<file path="src/rtl/sreg_seq_pkg.sv">
// ---------------------------------------------------------------------------
// sreg_seq_pkg
// Shared definitions for the shift-register sequencer family:
//   - default widths for the register datapath and the step counter
//   - 3-bit register mode encodings {s3,s2,s1}
//   - sequencer FSM state enum
//   - small helper to classify a mode as a shifting mode
// ---------------------------------------------------------------------------
package sreg_seq_pkg;

  localparam int DATA_W_DEF = 8;
  localparam int CNT_W_DEF  = 4;

  // Register mode encodings as seen on the {s3,s2,s1} select lines.
  localparam logic [2:0] OP_HOLD     = 3'b000;
  localparam logic [2:0] OP_SHR_FILL = 3'b001;
  localparam logic [2:0] OP_ROR      = 3'b010;
  localparam logic [2:0] OP_ASR      = 3'b011;
  localparam logic [2:0] OP_SHL_FILL = 3'b100;
  localparam logic [2:0] OP_SHL_REP  = 3'b101;
  localparam logic [2:0] OP_ROL      = 3'b110;
  localparam logic [2:0] OP_LOAD     = 3'b111;

  typedef enum logic [2:0] {
    ST_IDLE   = 3'd0,
    ST_LOAD   = 3'd1,
    ST_SHIFT  = 3'd2,
    ST_SETTLE = 3'd3,
    ST_RESP   = 3'd4
  } state_e;

  // True for every mode that moves bits (everything except hold and load).
  function automatic logic op_is_shift(input logic [2:0] op);
    return (op != OP_HOLD) && (op != OP_LOAD);
  endfunction

endpackage

</file>
<file path="src/rtl/sreg_step_counter.sv">
// ---------------------------------------------------------------------------
// sreg_step_counter
// Loadable down-counter that tracks the remaining steps of a multi-cycle
// register operation. last_o flags the final step (remaining == 1) so the
// owning FSM can leave its stepping state on that same cycle.
//
// Ports:
//   clk        clock
//   rst        synchronous active-high reset (count returns to 0)
//   load_i     load load_val_i into the counter (wins over dec_i)
//   load_val_i initial number of steps
//   dec_i      consume one step; saturates at 0
//   last_o     remaining step count equals 1
// ---------------------------------------------------------------------------
module sreg_step_counter #(
  parameter int CNT_W = 4
) (
  input  logic             clk,
  input  logic             rst,
  input  logic             load_i,
  input  logic [CNT_W-1:0] load_val_i,
  input  logic             dec_i,
  output logic             last_o
);

  logic [CNT_W-1:0] cnt_q;
  logic [CNT_W-1:0] cnt_d;

  always_comb begin
    cnt_d = cnt_q;
    if (load_i) begin
      cnt_d = load_val_i;
    end else if (dec_i && (cnt_q != '0)) begin
      cnt_d = cnt_q - CNT_W'(1);
    end
  end

  always_ff @(posedge clk) begin
    if (rst) begin
      cnt_q <= '0;
    end else begin
      cnt_q <= cnt_d;
    end
  end

  assign last_o = (cnt_q == CNT_W'(1));

endmodule

</file>
<file path="src/rtl/shift_register_sequencer.sv">
// ---------------------------------------------------------------------------
// shift_register_sequencer
// Command-driven controller for an 8-bit universal shift register. One
// command is accepted at a time (valid/ready); it becomes a single parallel
// load or N consecutive cycles of one shift/rotate mode. After the register
// has settled its parallel output is captured and returned with a separate
// valid/ready handshake. The register itself lives outside this block.
//
// Ports:
//   clk, rst       clock, synchronous active-high reset
//   cmd_valid      command present
//   cmd_ready      controller idle and able to accept
//   cmd_op         register mode {s3,s2,s1} (111 = load)
//   cmd_cnt        number of shift cycles (ignored for load)
//   cmd_data       load value
//   cmd_fill       serial fill bit for fill-shift modes
//   abort          cancel the command in progress
//   sr_sel         register mode select
//   sr_data        register parallel load data
//   sr_msb_in      register serial MSB input
//   sr_lsb_in      register serial LSB input
//   sr_q           register parallel output
//   result_valid   captured result available
//   result_ready   result consumed
//   result         captured register value
//   busy           controller not idle
// ---------------------------------------------------------------------------
module shift_register_sequencer
  import sreg_seq_pkg::*;
#(
  parameter int DATA_W = DATA_W_DEF,
  parameter int CNT_W  = CNT_W_DEF
) (
  input  logic              clk,
  input  logic              rst,
  input  logic              cmd_valid,
  output logic              cmd_ready,
  input  logic [2:0]        cmd_op,
  input  logic [CNT_W-1:0]  cmd_cnt,
  input  logic [DATA_W-1:0] cmd_data,
  input  logic              cmd_fill,
  input  logic              abort,
  output logic [2:0]        sr_sel,
  output logic [DATA_W-1:0] sr_data,
  output logic              sr_msb_in,
  output logic              sr_lsb_in,
  input  logic [DATA_W-1:0] sr_q,
  output logic              result_valid,
  input  logic              result_ready,
  output logic [DATA_W-1:0] result,
  output logic              busy
);

  state_e            state_q;
  state_e            state_d;
  logic [2:0]        op_q;
  logic [DATA_W-1:0] data_q;
  logic              fill_q;
  logic [DATA_W-1:0] result_q;

  logic accept;
  logic capture;
  logic step_last;
  logic abortable;

  assign accept    = cmd_valid && (state_q == ST_IDLE);
  assign abortable = (state_q == ST_LOAD) || (state_q == ST_SHIFT) ||
                     (state_q == ST_SETTLE);
  // SETTLE is the cycle where sr_q already holds the final value; an abort
  // arriving in that same cycle must still suppress the result.
  assign capture   = (state_q == ST_SETTLE) && !abort;

  sreg_step_counter #(
    .CNT_W (CNT_W)
  ) u_step_counter (
    .clk        (clk),
    .rst        (rst),
    .load_i     (accept),
    .load_val_i (cmd_cnt),
    .dec_i      (state_q == ST_SHIFT),
    .last_o     (step_last)
  );

  // Next-state logic; abort overrides any transition out of the active states.
  always_comb begin
    state_d = state_q;
    unique case (state_q)
      ST_IDLE: begin
        if (cmd_valid) begin
          if (cmd_op == OP_LOAD) begin
            state_d = ST_LOAD;
          end else if (!op_is_shift(cmd_op) || (cmd_cnt == '0)) begin
            state_d = ST_SETTLE;
          end else begin
            state_d = ST_SHIFT;
          end
        end
      end
      ST_LOAD:   state_d = ST_SETTLE;
      ST_SHIFT:  if (step_last) state_d = ST_SETTLE;
      ST_SETTLE: state_d = ST_RESP;
      ST_RESP:   if (result_ready) state_d = ST_IDLE;
      default:   state_d = ST_IDLE;
    endcase
    if (abort && abortable) begin
      state_d = ST_IDLE;
    end
  end

  always_ff @(posedge clk) begin
    if (rst) begin
      state_q  <= ST_IDLE;
      op_q     <= OP_HOLD;
      data_q   <= '0;
      fill_q   <= 1'b0;
      result_q <= '0;
    end else begin
      state_q <= state_d;
      if (accept) begin
        op_q   <= cmd_op;
        data_q <= cmd_data;
        fill_q <= cmd_fill;
      end
      if (capture) begin
        result_q <= sr_q;
      end
    end
  end

  // Outputs are decoded from registered state only, so nothing on cmd_*
  // reaches the register select lines combinationally.
  always_comb begin
    cmd_ready    = 1'b0;
    busy         = 1'b1;
    result_valid = 1'b0;
    sr_sel       = OP_HOLD;
    unique case (state_q)
      ST_IDLE: begin
        cmd_ready = 1'b1;
        busy      = 1'b0;
      end
      ST_LOAD:  sr_sel = OP_LOAD;
      ST_SHIFT: sr_sel = op_q;
      ST_RESP:  result_valid = 1'b1;
      default: begin
        sr_sel = OP_HOLD;
      end
    endcase
  end

  assign sr_data   = data_q;
  assign sr_msb_in = fill_q;
  assign sr_lsb_in = fill_q;
  assign result    = result_q;

endmodule
</file>
<file path="config.mk">
export PLATFORM = sky130hd
export DESIGN_NAME = shift_register_sequencer
export DESIGN_NICKNAME = d
export VERILOG_FILES = /design/src/rtl/sreg_seq_pkg.sv /design/src/rtl/sreg_step_counter.sv /design/src/rtl/shift_register_sequencer.sv
export SDC_FILE = /design/constraint.sdc
export NUM_CORES = 1
export LEC_CHECK = 0
export ABC_AREA = 1
export ABC_CLOCK_PERIOD_IN_PS = 1150
export CAP_MARGIN = 25
export CELL_PAD_IN_SITES_DETAIL_PLACEMENT = 1
export CELL_PAD_IN_SITES_GLOBAL_PLACEMENT = 2
export CORE_MARGIN = 1
export CORE_UTILIZATION = 20
export DETAILED_ROUTE_END_ITERATION = 12
export PLACE_DENSITY_LB_ADDON = 0.1
export SYNTH_ARGS = -nofsm -noshare
export SYNTH_HDL_FRONTEND = slang
export SYNTH_SLANG_ARGS = --single-unit
</file>
<file path="constraint.sdc">
create_clock -name clk -period 1.15 [get_ports clk]
set_input_delay 0.23 -clock clk [delete_from_list [all_inputs] [get_ports clk]]
set_output_delay 0.23 -clock clk [all_outputs]
set_load 0.05 [all_outputs]
</file>
Word-level counts from Yosys, hierarchy flattened:

Cells that the tools add are included.
Widths: inputs -> output; s select.

* register bits: 27
* bits of input ports: 29
* output and inout bits: 24
* word-level logic and storage cells: 46

* $add $sub $neg: 1
* eq/ne operators: 10
* mux-type cells: 12
* reductions and logical operators: 17

Operators with widths (count)
* $pmux 3 s5: 1
* $mux 3: 3
* $mux 4: 2
* $eq 3x2->1 const B: 2
* $eq 3x3->1 const B: 2
* $ne 2x2->1 const B: 3
* $pmux 3 s2: 1
* $logic_and 1x1->1: 5
* $eq 4x1->1 const B: 1
* $logic_not 4->1: 1
* $mux 1: 4
* $reduce_bool 4->1: 1
* $sub 4x1->4 const B: 1
* $eq 3x1->1 const B: 1
* $logic_not 3->1: 1
* $logic_or 1x1->1: 3
* $ne 3x3->1 const B: 1
* $reduce_and 3->1: 1
* $reduce_bool 3->1: 1
* $logic_not 1->1: 2
* $mux 2: 1
* $reduce_bool 2->1: 1
* $reduce_or 2->1: 1

Depth between registers and ports, before layout:

* depth after elaboration: 8
* gate-level depth with buffers: 9

Hierarchy:

From an unflattened synthesis, not the netlist that was laid out.

* cell total of the unflattened synthesis: 178
* area, all modules: 1298.7 µm²

Modules (own cells, without submodules)
* shift_register_sequencer: times used 1, cells each 137, area an instance 1002.2 µm², sequential area each 460.4 µm²
* sreg_step_counter: times used 1, cells each 41, area an instance 296.5 µm², sequential area each 80.1 µm²

Worst setup path after synthesis:

No wires, ideal clock.

* path type: register to output
* start point: register state_q[2]
* end point: output sr_sel[0]
* arrival: 1.698 ns
* data required time: 0.920 ns
* setup slack: -0.778 ns
* cell stages (with the launch flop): 4
* path buffers: 0
* path through: dfxtp_1 > inv_2 > nand3_1 > o21ai_0

* longest elaborated chain between the ends: 2

RTL lines
* start: declaration: RTL line shift_register_sequencer.sv:54 `state_e state_q;`
* start signal: assignment: RTL line shift_register_sequencer.sv:118 `state_q <= state_d;`
* $eq 3x2->1 / $eq 3x1->1 (equally long branches): RTL line shift_register_sequencer.sv:137 `unique case (state_q)`
* $pmux 3 s2 *: RTL line shift_register_sequencer.sv:137
* end: declaration: RTL line shift_register_sequencer.sv:43 `output logic [2:0] sr_sel,`

Every way passes the cells marked *; elsewhere a longest branch is shown, timed or not.

Worst setup path after layout:

* start point: register state_q[0]
* end point: output cmd_ready

* longest elaborated chain between the ends: 2

RTL lines
* $logic_not 3->1: RTL line shift_register_sequencer.sv:137
* $mux 1: RTL line shift_register_sequencer.sv:137
* end: declaration: RTL line shift_register_sequencer.sv:37 `output logic cmd_ready,`

No other way between the ends.

==> reports/results.ini <==
[outcome]
status = complete, but fails checks
violations = negative setup slack

[power]
powerDensity_nw_per_um2 = 2100
vdd_ir_drop_max_v = 0.000954
p_total_mw = 5.61
p_leak_nw = 1.15

[final_layout]
nets = 298
drive_gt1_frac = 0.398
area_delta_synth_final_pct = 104
diodes = 0
final_core_util = 0.422

[timing]
min_period_ns = 1.43
hold_violations = 0
slew_violations = 0
max_slew_margin = 0.697
tns_ns = -5.50
fin_ws_ns = -0.285
fmax_ghz = 0.697
grt_setup_unrepaired = yes
clock_skew_ns = 0.00428
whs_ns = 0.497
period_share = 1.25
setup_viol = 32
tightest_slew_ns = 0.454

[detailed_routing]
wl_per_cell_um = 12.2
drc = 0
drtIter0Drc = 21
viasPerCell = 4.15
drtAntennaViolNets = 0
drtPass1Iterations = 2
drt-total-wl_um = 4180
via_count = 1425

[grt]
grt_pass1_vias = 1460
met1_usage = 0.156
grt_pass1_wl_um = 7040
use_met2 = 0.225
grt-busiest-layer = met2
grt_max_degree = 18
grt.total_usage = 0.127
use_met3 = 0.0338
antenna_found_initial = 0
grt-ovfl-total = 0

[setup_path]
crit_fanout = 4
crit_type = reg -> out
required_ns = 0.92
end_kind = primary output
crit_path_start_kind = flip-flop
crit_arrival_ns = 1.20

[clock_tree]
htreeDepth = 1
cts_buffer_depth = 2
cts_made_buffers = 3
clkTransAtPathRegs_ns = 0.11
cts_root_buffer = clkbuf_8
cts_tree = done
clk_latency_ns = 0.28
postCtsHoldBufs = 0
cts.sinks = 27

[die]
die_h_um = 83.0
start_util = 0.207
ios = 53
die_w_um = 83.0
rows = 29
core_um2 = 6350
die_area_um2 = 6880

[logic_synthesis]
ys.flop_type = dfxtp_1
netlist_instances = 184
synth_area_per_cell_um2 = 7.13
async_flop_share = 0
synth_edf_count = 0
synth_area_um2 = 1310
ys_seq_area_frac = 0.412
synth_area_leaders = dfxtp_1 (41%), nand2_1 (11%), nor2_1 (9.4%), inv_1 (6.3%), o21ai_0 (5.7%)
synth.most_common_cell = nand2_1
syn_nets = 215
yosys_warnings = 0
netlist.area_leader.share = 0.412
synth_area_leader_cell = dfxtp_1
synth_common_cells = nand2_1 (39), nor2_1 (33), dfxtp_1 (27)
ys_ff_latch = 27
synth.distinct_cells = 24

[placement]
place_congestion = 0.706
hpwl_um = 3140
port_buffers = 52

[flow_run]
drv_cap = 0

[min_path]
hp-class = in -> reg

-- path summary, 6_finish.rpt --
kind | startpoint | endpoint | slack, ns | depth (start not counted)
min reg2reg | sr_data[3] | sr_data[3] | 0.51 | 2
min | cmd_data[3] | sr_data[3] | 0.50 | 3
max | state_q[0] | cmd_ready | -0.28 | 5
max reg2reg | state_q[0] | u_step_counter.cnt_q[0] | -0.23 | 9
-- power by group --
| group | internal (mW) | switching, mW | total, mW |
|---|---|---|---|
| clock | 0.255 | 0.351 | 0.607 |
| sequential | 1.13 | 0.193 | 1.33 |
| combinational | 1.76 | 1.92 | 3.68 |
| total | 3.14 | 2.47 | 5.61 |
-- state kept, by name, summed over array words and instances, names as in the netlist --
register and cells:
op_q 3, result 8, sr_data 8, sr_lsb_in 1
state_q 3, u_step_counter.cnt_q 4
-- layout make-up --
type / instances / area, um^2
clock inverters: 1 / 8.76
fillers: 742 / 3670
inverters: 25 / 120
repair buffers: 84 / 1080
well taps: 77 / 96.3
flip-flops and latches: 27 / 554
multi-input cells: 126 / 779
clock buffers: 3 / 41.3
-- through the flow --
step | setup WS (ns) | instance area [um^2] | instances
final | -0.285 | 2680 | 343
after CTS | -0.301 | 2550 | 338
after detailed placement | -0.301 | 2380 | 327
after floorplan | -0.0617 | 1410 | 184
after global routing | -0.337 | 2680 | 343
after global placement | -0.299 | 2380 | 327
-- cell usage in the layout, fill, tap and decap left out, types with 2 or more instances in the layout --
master / synthesis / final
nor2_2: 0 / 4
dfxtp_2: 0 / 2
nand3_4: 1 / 3
o21ai_0: 15 / 2
nor2_4: 1 / 4
clkbuf_8: 0 / 3
inv_4: 0 / 2
a21oi_2: 3 / 4
inv_6: 0 / 2
inv_1: 22 / 19
a21oi_1: 13 / 12
nand2_1: 39 / 36
nor2_1: 33 / 26
dfxtp_1: 27 / 22
o21ai_4: 0 / 3
nand3_2: 0 / 4
buf_12: 0 / 27
buf_6: 1 / 11
buf_4: 2 / 17
ha_1: 2 / 2
nand3b_1: 4 / 4
dfxtp_4: 0 / 3
o21ai_1: 0 / 6
o21ai_2: 0 / 4
clkdlybuf4s50_1: 0 / 28
nand2_4: 1 / 2
nand2_2: 4 / 5
-- worst max-delay path: stages (launching register included) --
cell,delay (ns)
dfxtp_4,0.39
nor2_4,0.13
buf_6,0.13
nand2_8,0.05
clkinvlp_4,0.08
buf_12,0.13
-- metal layers --
| layer | wire length [um] | share of wire | vias to the layer above |
|---|---|---|---|
| met5 | 0 | 0 | - |
| met3 | 157 | 0.038 | 2 |
| met4 | 24 | 0.0057 | 0 |
| li1 | - | - | 742 |
| met2 | 2170 | 0.52 | 21 |
| met1 | 1830 | 0.44 | 660 |
-- logic make-up (layout without fill, tap and decap cells) --
family | Yosys count | after routing | synth area share
buffers and inverters | 31 | 113 | 0.113
flip-flops | 27 | 27 | 0.412
adder cells (fa/ha/maj) | 2 | 2 | 0.0191
XOR/XNOR | 1 | 1 | 0.00668
AO/OA/AOI/OAI | 32 | 32 | 0.132
AND/OR/NAND/NOR | 91 | 91 | 0.318
-- timing repair --
item	CTS	global route
cloned	1	0
buffers inserted	7	6
pin swaps	7	12
resized for setup	24	28
endpoints found under the setup margin	32	32
(Power assumes the default switching activity.)
